[config.mk]
export PLATFORM = sky130hd
export DESIGN_NAME = fft_ctrl_rtl_flat
export DESIGN_NICKNAME = d
export VERILOG_FILES = /design/src/rtl/fft_ctrl_if.sv /design/src/rtl/fft_ctrl_rtl.sv /design/src/flat_wrapper.sv
export SDC_FILE = /design/constraint.sdc
export NUM_CORES = 1
export LEC_CHECK = 0
export CAP_MARGIN = 20
export CORE_MARGIN = 1
export CORE_UTILIZATION = 55
export CTS_BUF_LIST = sky130_fd_sc_hd__clkbuf_4
export DETAILED_ROUTE_END_ITERATION = 10
export GPL_ROUTABILITY_DRIVEN = 0
export HOLD_SLACK_MARGIN = 0.06
export PLACE_DENSITY = 0.84
export SLEW_MARGIN = 0
export SYNTH_ARGS = -nofsm -noshare
export SYNTH_HDL_FRONTEND = slang
export SYNTH_SLANG_ARGS = --single-unit
[constraint.sdc]
create_clock -name clk -period 3 [get_ports clk]
set_input_delay 0.6 -clock clk [delete_from_list [all_inputs] [get_ports clk]]
set_output_delay 0.6 -clock clk [all_outputs]
set_load 0.03 [all_outputs]
[src/rtl/fft_ctrl_if.sv]
// Control and memory-addressing bundle between the FFT sequencer and its datapath.
// The slave side is the sequencer; the master side issues start/abort and consumes addresses.
interface fft_ctrl_if #(
    parameter int unsigned ADDR_W = 3,
    parameter int unsigned SW     = 2
);
    logic              start;
    logic              abort;
    logic              busy;
    logic              done;
    logic [SW-1:0]     stage;
    logic              first_stage;
    logic              rd_en;
    logic [ADDR_W-1:0] rd_addr_first;
    logic [ADDR_W-1:0] rd_addr_second;
    logic [ADDR_W-2:0] tw_addr;
    logic              rd_bank;
    logic              wr_en;
    logic [ADDR_W-1:0] wr_addr_first;
    logic [ADDR_W-1:0] wr_addr_second;
    logic              wr_bank;
    logic              result_bank;

    modport master (
        output start, abort,
        input  busy, done, stage, first_stage, rd_en, rd_addr_first, rd_addr_second,
               tw_addr, rd_bank, wr_en, wr_addr_first, wr_addr_second, wr_bank, result_bank
    );

    modport slave (
        input  start, abort,
        output busy, done, stage, first_stage, rd_en, rd_addr_first, rd_addr_second,
               tw_addr, rd_bank, wr_en, wr_addr_first, wr_addr_second, wr_bank, result_bank
    );
endinterface

[src/rtl/fft_ctrl_rtl.sv]
// Radix-2 DIT FFT sequencer: issues butterfly read pairs and twiddle indices stage by stage,
// replays write addresses after the datapath latency, and ping-pongs the sample banks.
module fft_ctrl_rtl #(
    parameter int unsigned N_POINTS = 8,
    parameter int unsigned PIPE_LAT = 6
) (
    input  logic       clk,
    input  logic       reset,
    fft_ctrl_if.slave  bus
);
    localparam int unsigned ADDR_W = $clog2(N_POINTS);
    localparam int unsigned S      = ADDR_W;
    localparam int unsigned SW     = ($clog2(S) > 0) ? $clog2(S) : 1;
    localparam int unsigned K_W    = ADDR_W - 1;
    localparam int unsigned TW_W   = ADDR_W - 1;
    localparam int unsigned D_W    = ($clog2(PIPE_LAT) > 0) ? $clog2(PIPE_LAT) : 1;

    localparam logic [K_W-1:0] K_LAST = K_W'(N_POINTS / 2 - 1);
    localparam logic [SW-1:0]  S_LAST = SW'(S - 1);
    localparam logic [D_W-1:0] D_LAST = D_W'(PIPE_LAT - 1);

    typedef enum logic [1:0] {IDLE, ISSUE, DRAIN, DONE} state_t;

    state_t            state, state_n;
    logic [K_W-1:0]    k, k_n;
    logic [SW-1:0]     stage, stage_n;
    logic [D_W-1:0]    dcnt, dcnt_n;

    logic              busy_q, busy_n;
    logic              done_q, done_n;
    logic [SW-1:0]     stage_q, stage_o_n;
    logic              first_q, first_n;
    logic              rd_en_q, rd_en_n;
    logic [ADDR_W-1:0] rd_a1_q, rd_a1_n;
    logic [ADDR_W-1:0] rd_a2_q, rd_a2_n;
    logic [TW_W-1:0]   tw_q, tw_n;
    logic              rd_bank_q, rd_bank_n;
    logic              wr_bank_q, wr_bank_n;
    logic              result_q, result_n;

    logic [ADDR_W-1:0] kk, mask;

    logic [PIPE_LAT-1:0]             pipe_v;
    logic [PIPE_LAT-1:0][ADDR_W-1:0] pipe_a1;
    logic [PIPE_LAT-1:0][ADDR_W-1:0] pipe_a2;

    // Next state plus look-ahead outputs, so every output register shows the new state's values.
    always_comb begin
        state_n   = state;
        k_n       = k;
        stage_n   = stage;
        dcnt_n    = dcnt;
        done_n    = 1'b0;
        result_n  = result_q;
        rd_a1_n   = '0;
        rd_a2_n   = '0;
        tw_n      = '0;

        case (state)
            IDLE, DONE: begin
                // DONE behaves as an idle slot so back-to-back runs lose no cycle
                if (bus.start) begin
                    state_n = ISSUE;
                    k_n     = '0;
                    stage_n = '0;
                end else begin
                    state_n = IDLE;
                end
            end
            ISSUE: begin
                if (k == K_LAST) begin
                    state_n = DRAIN;
                    dcnt_n  = '0;
                end else begin
                    k_n = k + K_W'(1);
                end
            end
            DRAIN: begin
                if (dcnt == D_LAST) begin
                    if (stage == S_LAST) begin
                        state_n  = DONE;
                        done_n   = 1'b1;
                        result_n = ~stage[0];
                    end else begin
                        state_n = ISSUE;
                        stage_n = stage + SW'(1);
                        k_n     = '0;
                    end
                end else begin
                    dcnt_n = dcnt + D_W'(1);
                end
            end
            default: state_n = IDLE;
        endcase

        if (bus.abort) begin
            state_n  = IDLE;
            k_n      = '0;
            stage_n  = '0;
            dcnt_n   = '0;
            done_n   = 1'b0;
            result_n = result_q;
        end

        busy_n    = (state_n == ISSUE) || (state_n == DRAIN);
        rd_en_n   = (state_n == ISSUE);
        stage_o_n = busy_n ? stage_n : '0;
        first_n   = busy_n && (stage_n == '0);
        rd_bank_n = busy_n && stage_n[0];
        wr_bank_n = busy_n && !stage_n[0];

        // Group base doubles (k with low s bits cleared, shifted left); partner sits h above.
        kk   = ADDR_W'(k_n);
        mask = (ADDR_W'(1) << stage_n) - ADDR_W'(1);
        if (rd_en_n) begin
            rd_a1_n = ((kk & ~mask) << 1) | (kk & mask);
            rd_a2_n = rd_a1_n | (mask + ADDR_W'(1));
            tw_n    = TW_W'((kk & mask) << (S_LAST - stage_n));
        end
    end

    always_ff @(posedge clk or negedge reset) begin
        if (!reset) begin
            state     <= IDLE;
            k         <= '0;
            stage     <= '0;
            dcnt      <= '0;
            busy_q    <= 1'b0;
            done_q    <= 1'b0;
            stage_q   <= '0;
            first_q   <= 1'b0;
            rd_en_q   <= 1'b0;
            rd_a1_q   <= '0;
            rd_a2_q   <= '0;
            tw_q      <= '0;
            rd_bank_q <= 1'b0;
            wr_bank_q <= 1'b0;
            result_q  <= 1'b0;
        end else begin
            state     <= state_n;
            k         <= k_n;
            stage     <= stage_n;
            dcnt      <= dcnt_n;
            busy_q    <= busy_n;
            done_q    <= done_n;
            stage_q   <= stage_o_n;
            first_q   <= first_n;
            rd_en_q   <= rd_en_n;
            rd_a1_q   <= rd_a1_n;
            rd_a2_q   <= rd_a2_n;
            tw_q      <= tw_n;
            rd_bank_q <= rd_bank_n;
            wr_bank_q <= wr_bank_n;
            result_q  <= result_n;
        end
    end

    // Write-address replay line; abort flushes it so no stale write escapes.
    always_ff @(posedge clk or negedge reset) begin
        if (!reset) begin
            pipe_v  <= '0;
            pipe_a1 <= '0;
            pipe_a2 <= '0;
        end else if (bus.abort) begin
            pipe_v  <= '0;
            pipe_a1 <= '0;
            pipe_a2 <= '0;
        end else begin
            pipe_v[0]  <= rd_en_q;
            pipe_a1[0] <= rd_a1_q;
            pipe_a2[0] <= rd_a2_q;
            for (int i = 1; i < int'(PIPE_LAT); i++) begin
                pipe_v[i]  <= pipe_v[i-1];
                pipe_a1[i] <= pipe_a1[i-1];
                pipe_a2[i] <= pipe_a2[i-1];
            end
        end
    end

    assign bus.busy           = busy_q;
    assign bus.done           = done_q;
    assign bus.stage          = stage_q;
    assign bus.first_stage    = first_q;
    assign bus.rd_en          = rd_en_q;
    assign bus.rd_addr_first  = rd_a1_q;
    assign bus.rd_addr_second = rd_a2_q;
    assign bus.tw_addr        = tw_q;
    assign bus.rd_bank        = rd_bank_q;
    assign bus.wr_en          = pipe_v[PIPE_LAT-1];
    assign bus.wr_addr_first  = pipe_a1[PIPE_LAT-1];
    assign bus.wr_addr_second = pipe_a2[PIPE_LAT-1];
    assign bus.wr_bank        = wr_bank_q;
    assign bus.result_bank    = result_q;
endmodule
[src/flat_wrapper.sv]
// flat-port wrapper written by rule: the top's interface ports become plain ports
module fft_ctrl_rtl_flat 
#(
    parameter int unsigned N_POINTS = 8,
    parameter int unsigned PIPE_LAT = 6
)
  (clk, reset, bus_start, bus_abort, bus_busy, bus_done, bus_stage, bus_first_stage, bus_rd_en, bus_rd_addr_first, bus_rd_addr_second, bus_tw_addr, bus_rd_bank, bus_wr_en, bus_wr_addr_first, bus_wr_addr_second, bus_wr_bank, bus_result_bank);
  fft_ctrl_if bus_i ();
  input  logic clk;
  input  logic reset;
  input wire logic [$bits(bus_i.start)-1:0] bus_start;
  input wire logic [$bits(bus_i.abort)-1:0] bus_abort;
  output wire logic [$bits(bus_i.busy)-1:0] bus_busy;
  output wire logic [$bits(bus_i.done)-1:0] bus_done;
  output wire logic [$bits(bus_i.stage)-1:0] bus_stage;
  output wire logic [$bits(bus_i.first_stage)-1:0] bus_first_stage;
  output wire logic [$bits(bus_i.rd_en)-1:0] bus_rd_en;
  output wire logic [$bits(bus_i.rd_addr_first)-1:0] bus_rd_addr_first;
  output wire logic [$bits(bus_i.rd_addr_second)-1:0] bus_rd_addr_second;
  output wire logic [$bits(bus_i.tw_addr)-1:0] bus_tw_addr;
  output wire logic [$bits(bus_i.rd_bank)-1:0] bus_rd_bank;
  output wire logic [$bits(bus_i.wr_en)-1:0] bus_wr_en;
  output wire logic [$bits(bus_i.wr_addr_first)-1:0] bus_wr_addr_first;
  output wire logic [$bits(bus_i.wr_addr_second)-1:0] bus_wr_addr_second;
  output wire logic [$bits(bus_i.wr_bank)-1:0] bus_wr_bank;
  output wire logic [$bits(bus_i.result_bank)-1:0] bus_result_bank;
  assign bus_i.start = bus_start;
  assign bus_i.abort = bus_abort;
  assign bus_busy = bus_i.busy;
  assign bus_done = bus_i.done;
  assign bus_stage = bus_i.stage;
  assign bus_first_stage = bus_i.first_stage;
  assign bus_rd_en = bus_i.rd_en;
  assign bus_rd_addr_first = bus_i.rd_addr_first;
  assign bus_rd_addr_second = bus_i.rd_addr_second;
  assign bus_tw_addr = bus_i.tw_addr;
  assign bus_rd_bank = bus_i.rd_bank;
  assign bus_wr_en = bus_i.wr_en;
  assign bus_wr_addr_first = bus_i.wr_addr_first;
  assign bus_wr_addr_second = bus_i.wr_addr_second;
  assign bus_wr_bank = bus_i.wr_bank;
  assign bus_result_bank = bus_i.result_bank;
  fft_ctrl_rtl #(.N_POINTS(N_POINTS), .PIPE_LAT(PIPE_LAT)) u_core (.clk(clk), .reset(reset), .bus(bus_i));
endmodule
## Yosys cells after proc, flatten, opt, wreduce, memory -nomap -nowiden

Index checks and enable logic that the tools add are counted.
Widths: inputs -> output; s select.

| word-level totals | value |
|---|---|
| bits in registers | 68 |
| input bits | 4 |
| output and inout bits | 24 |
| word-level logic and storage cells | 96 |

| operators by class | value |
|---|---|
| add/sub/neg operators | 6 |
| equality and inequality tests | 10 |
| shift-type cells | 2 |
| multiplexer cells | 32 |
| bitwise gates (word level) | 7 |
| reduce and logical (&&, ||, !) cells | 11 |

Operators with widths:

| cell | count |
|---|---|
| $mux 18 | 2 |
| $mux 2 | 15 |
| $mux 3 | 5 |
| $pmux 2 s3 | 2 |
| $eq 2x2->1 const B | 5 |
| $add 3x1->3 const B | 2 |
| $mux 6 | 1 |
| $or 3x3->3 | 2 |
| $pmux 3 s2 | 1 |
| $mux 1 | 5 |
| $add 2x1->2 const B | 2 |
| $eq 2x1->1 const B | 2 |
| $logic_not 2->1 | 2 |
| $pmux 2 s2 | 1 |
| $reduce_and 4->1 | 1 |
| $and 2x3->3 | 1 |
| $eq 3x3->1 const B | 1 |
| $logic_and 1x1->1 | 3 |
| $ne 3x2->1 const B | 1 |
| $ne 3x3->1 const B | 1 |
| $reduce_and 3->1 | 1 |
| $reduce_bool 3->1 | 1 |
| $shl 1x2->3 const A | 1 |
| $shl 3x2->2 | 1 |
| 8 further kinds | 9 |

## Depth between registers and ports, before layout

Gate-level depths: netlist of run 1.

| logic depth | value |
|---|---|
| depth in word-level cells | 12 |
| gate-level depth with buffers | 11 |

## Least setup slack after synthesis of run 1

Ideal clock, no wire load.

| timing path | value |
|---|---|
| path type | reg-to-reg |
| start | reg u_core.state[0] |
| end | reg u_core.tw_q[1], in the netlist u_core.bus.tw_addr[1] |
| setup time | 0.082 ns |
| arrival time | 2.225 ns |
| slack | 0.693 ns |
| cell stages (with the launch flop) | 10 |
| path buffers | 0 |
| path through | dfrtp_1 > inv_1 > ha_1 > and2b_1 > o31ai_4 > a21oi_2 > inv_1 > ha_1 > or4_1 > a31oi_1 |

| on the way | value |
|---|---|
| word-level cells in the longest chain between the ends | 9 |
| elaborated cells on any way between the ends | 20 |

RTL lines:

| what | RTL line | text |
|---|---|---|
| from (decl) | fft_ctrl_rtl.sv:24 | `state_t state, state_n;` |
| from (signal assigned) | fft_ctrl_rtl.sv:140 | `state <= state_n;` |
| $eq 2x2->1 / $logic_not 2->1 (equally long branches) | fft_ctrl_rtl.sv:59 | `case (state)` |
| $reduce_or 2->1 | fft_ctrl_rtl.sv:59 |  |
| $pmux 2 s2 (*) | fft_ctrl_rtl.sv:59 |  |
| $mux 2 (*) | fft_ctrl_rtl.sv:96 | `if (bus.abort) begin` |
| net u_core.stage_n[0] | fft_ctrl_rtl.sv:26 | `logic [SW-1:0] stage, stage_n;` |
| $shl 1x2->3 | fft_ctrl_rtl.sv:114 | `mask = (ADDR_W'(1) << stage_n) - ADDR_W'(1);` |
| $sub 3x2->3 | fft_ctrl_rtl.sv:114 |  |
| $and 2x3->3 | fft_ctrl_rtl.sv:118 | `tw_n = TW_W'((kk & mask) << (S_LAST - stage_n));` |
| $shl 3x2->2 (*) | fft_ctrl_rtl.sv:118 |  |
| $mux 2 (*) | fft_ctrl_rtl.sv:115 | `if (rd_en_n) begin` |
| net u_core.tw_n[1] | fft_ctrl_rtl.sv:36 | `logic [TW_W-1:0] tw_q, tw_n;` |
| to (signal assigned) | fft_ctrl_rtl.sv:151 | `tw_q <= tw_n;` |
| to (decl) | fft_ctrl_rtl.sv:36 |  |

The timed path passes the listed nets; every way through them passes the cells marked *.
A chain may end at the register's enable or synchronous reset.

## Worst setup path after layout of run 1

Ends and elaborated chain as after synthesis.

==> qor.csv, run 1 <==
metric,value,unit
crit path max fanout,9,
Placed Cells,284,
total negative slack,0,ns
PwrDens,501.1,nW/um2
Fin. Hold Viols,0,
sequential fraction of the synthesis area,63.72,%
max_cap viols,0,
Final Max Tran Viols,0,
fillers,320,
first-pass GRT wire length,6982,um
cts repair resizes,0,
residual DRC count,3,
num rows,24,
Root Buffer,clkbuf_4,
worst hold path class,input pin to async pin,
period utilization,85.41,%
post-synthesis mux area share,2.045,%
clk buf depth,2,
XOR/XNOR Fraction of Synth Area,0.3329,%
total setup buffers inserted after CTS,0,
CP Capture Type,register,
Routed met3 length,202,um
Compound-Gate Fraction of Synth Area,6.895,%
overall routing resource usage,18.86,%
area grow syn2layout,15.31,%
IO buf count,27,
Critical Path Max Stage Delay,0.51,ns
Crit Reg-Reg Startpoint,u_core.state[0],
syn nets,229,
nets,256,
worst-path cell chain,inv_1 -> ha_1 -> and2b_1 -> o31ai_4 -> a21oi_2 -> inv_1 -> ha_1 -> or4_1 -> a31oi_1,
Via-to-Cell Ratio,5.258,
Netlist Area Pre-Place,2631,um2
Yosys warning count,0,
met2 WL post-DR,1854,um
Final Non-Filler Cells,299,
largest net degree at the start of global routing,50,
Reg2Reg Setup Slack,0.44,ns
"Req. time, crit path",3.32,ns
GRT Residual Overflow,0,
Worst Skew,0.008028,ns
Net Sw Power,348.6,uW
top routing layer used,met4,
post-synthesis adder-cell area fraction,4.280,%
Sink Count,67,
clock share of power,35.5,%
DRT Pass-1 Iters,9,
drt total wl,3995,um
post-layout util,67.81,%
hold_buf cts,0,
DR iter-0 viols,81,
clock slew seen by the registers of the worst setup and hold paths,0.11,ns
"Slowest-stage cell, CP",or4_1,
Core ar.,4474,um2
Vias,1572,
antenna violations before repair,0,
cell count after synthesis,216,
Die ar.,5064,um2
Num CTS Buffers,9,
Total Power,1.520,mW
Net Sw Frac,22.93,%
distinct cell type count after synthesis,40,
n_diodes,0,
worst rel slew slack,61.52,%
share of cells above drive strength 1,10.53,%
post-layout min period,2.562,ns
Comb power frac,4.5,%
"commonest cells after routing, fill and taps aside","67 x dfrtp_1, 44 x nor2b_1, 25 x clkdlybuf4s50_1, 14 x inv_1, 11 x nand2_1",
status,"finished, violations left",
Final HPWL DP,2554,um
Hold WS,0.1894,ns
RSZ-0062 raised after global routing,no,
final setup violation count,0,
Clock Latency Late Sink,0.39,ns
P_int,1.172,mW
die width,71.17,um
fmax,0.3903,GHz
#FFs+latches synth,67,
Initial Util,58.81,%
DRT antenna net count,0,
reg2reg end,u_core.bus.tw_addr[1],
Worst Path Arrival,2.89,ns
"commonest non-fill, non-tap cell in the layout",dfrtp_1,
Max IR drop VDD,0.0002676,V
CTS tree,built,
largest family of logic cells by synthesized area,simple AND/OR/NAND/NOR gates,
Setup CP Type,register to register,
Routed met1 length,1821,um
Tightest Pin Transition,0.5772,ns
H-tree depth,3,
violated checks,design-rule violations,
CP Launch Type,register,
wire per inst,13.36,um
Seq pwr share,60.0,%
R2R cell count,9,
IO Pins,28,
"Avg Cell Area, Syn",12.18,um2
Synth Area in Simple Gates,17.31,%
Vert. Die Dim,71.17,um
vias in the first global route,1540,
P_leak,1.439,nW
[critical path: cells and delay by family (launching register included)]
family	cells	cell delay, ns
adder cells (fa/ha/maj)	2	0.62
buffers and inverters	2	0.18
AO/OA/AOI/OAI	3	0.55
AND/OR/NAND/NOR	2	0.75
flip-flops	1	0.38
[worst max path at each step]
stage | startpoint | end | slack [ns] | cells after the start
after detailed placement | bus_start | u_core.bus.tw_addr[1] | 0.15 | 8
after global placement | bus_start | u_core.bus.tw_addr[1] | 0.26 | 8
after global routing | u_core.state[0] | u_core.bus.tw_addr[1] | 0.23 | 8
after floorplan | u_core.state[0] | u_core.bus.tw_addr[1] | 0.69 | 9
final | u_core.state[0] | u_core.bus.tw_addr[1] | 0.44 | 9
after CTS | u_core.state[1] | u_core.bus.tw_addr[1] | 0.44 | 9
[stage by stage]
stage | cell area [um2] | setup slack, ns
after floorplan | 2631 | 0.6931
after global placement | 2909 | 0.2602
after detailed placement | 2909 | 0.1508
after CTS | 3034 | 0.4444
after global routing | 3034 | 0.2277
final | 3034 | 0.4376
[cell usage after synthesis]
cell,count,area share (%)
dfrtp_1,67,64
nor2b_1,44,10
inv_1,14,2.0
nand2_1,11,1.6
ha_1,9,4.3
nor2_1,9,1.3
buf_4,8,2.3
clkbuf_1,6,0.86
o21ai_0,5,0.95
a21oi_1,4,0.76
nand3_1,4,0.76
a21o_1,2,0.57
and2b_1,2,0.57
inv_2,2,0.29
mux2_2,2,0.86
mux2i_1,2,0.76
nor3_1,2,0.38
a211o_1,1,0.33
a21boi_2,1,0.43
a21oi_2,1,0.33
a221oi_1,1,0.33
a22o_2,1,0.38
a22oi_1,1,0.29
a311o_1,1,0.38
a311oi_1,1,0.33
a31oi_1,1,0.24
and4b_1,1,0.38
mux2_1,1,0.43
nand2b_1,1,0.24
nand3b_1,1,0.29
nand4b_1,1,0.33
nor3b_1,1,0.29
nor4_1,1,0.24
o211ai_1,1,0.29
o21ai_1,1,0.19
o31ai_1,1,0.29
o31ai_4,1,0.81
or2_1,1,0.24
or4_1,1,0.29
xnor2_1,1,0.33
[layer usage]
metal  vias to the layer above  GRT usage, %
met5                         -             0
li1                        746             -
met1                       767         24.46
met4                         0         11.78
met3                        14         5.556
met2                        45         28.04
[kinds of logic (layout without fill, tap and decap cells)]
group / after synthesis / after routing
muxes: 5 / 5
DFF: 67 / 67
buffers and inverters: 30 / 61
AOI/OAI and AO/OA: 24 / 24
xor gates and xnor gates: 1 / 1
adders and majority gates: 9 / 9
and+or+nand+nor: 80 / 80
[flip-flops by register name, summed over array words and instances, names as in the netlist]
register / cells
u_core.pipe_v: 6
u_core.stage: 2
u_core.bus.stage: 1
u_core.bus.wr_addr_second: 3
u_core.bus.rd_addr_second: 3
u_core.bus.done: 1
u_core.bus.rd_addr_first: 3
u_core.bus.wr_addr_first: 3
u_core.bus.busy: 1
u_core.k: 2
u_core.bus.rd_en: 1
u_core.bus.wr_bank: 1
u_core.bus.result_bank: 1
u_core.bus.rd_bank: 1
u_core.bus.first_stage: 1
u_core.bus.tw_addr: 2
u_core.dcnt: 3
u_core.pipe_a2: 15
u_core.pipe_a1: 15
u_core.state: 2
[area by class of cell]
type / instances / area, um2 / area share (%)
Tap cell: 52 / 65.06 / 2.144
Clock inverter: 6 / 57.56 / 1.897
Timing Repair Buffer: 30 / 295.3 / 9.732
Multi-Input combinational cell: 119 / 812.0 / 26.76
Sequential cell: 67 / 1677 / 55.26
Clock buffer: 9 / 67.56 / 2.227
Inverter: 16 / 60.06 / 1.979
[power by group through the flow]
stage               clock (mW)  sequential [mW]  combinational (mW)
finish                   0.539            0.912              0.0688
global route             0.599            0.914              0.0781
CTS                      0.556            0.913              0.0708
detailed placement           0            0.930              0.0706
global placement             0            0.930              0.0693
floorplan                    0            0.938              0.0248
(Power assumes the default switching activity.)
==> run 2, diff against run 1 <==
--- a/config.mk
+++ b/config.mk
@@ -13,7 +13,6 @@
 export GPL_ROUTABILITY_DRIVEN = 0
 export HOLD_SLACK_MARGIN = 0.06
 export PLACE_DENSITY = 0.84
-export SLEW_MARGIN = 0
 export SYNTH_ARGS = -nofsm -noshare
 export SYNTH_HDL_FRONTEND = slang
 export SYNTH_SLANG_ARGS = --single-unit
==> results of run 2 <==
No change in the layout: final DEF, timing and power equal those of run 1.
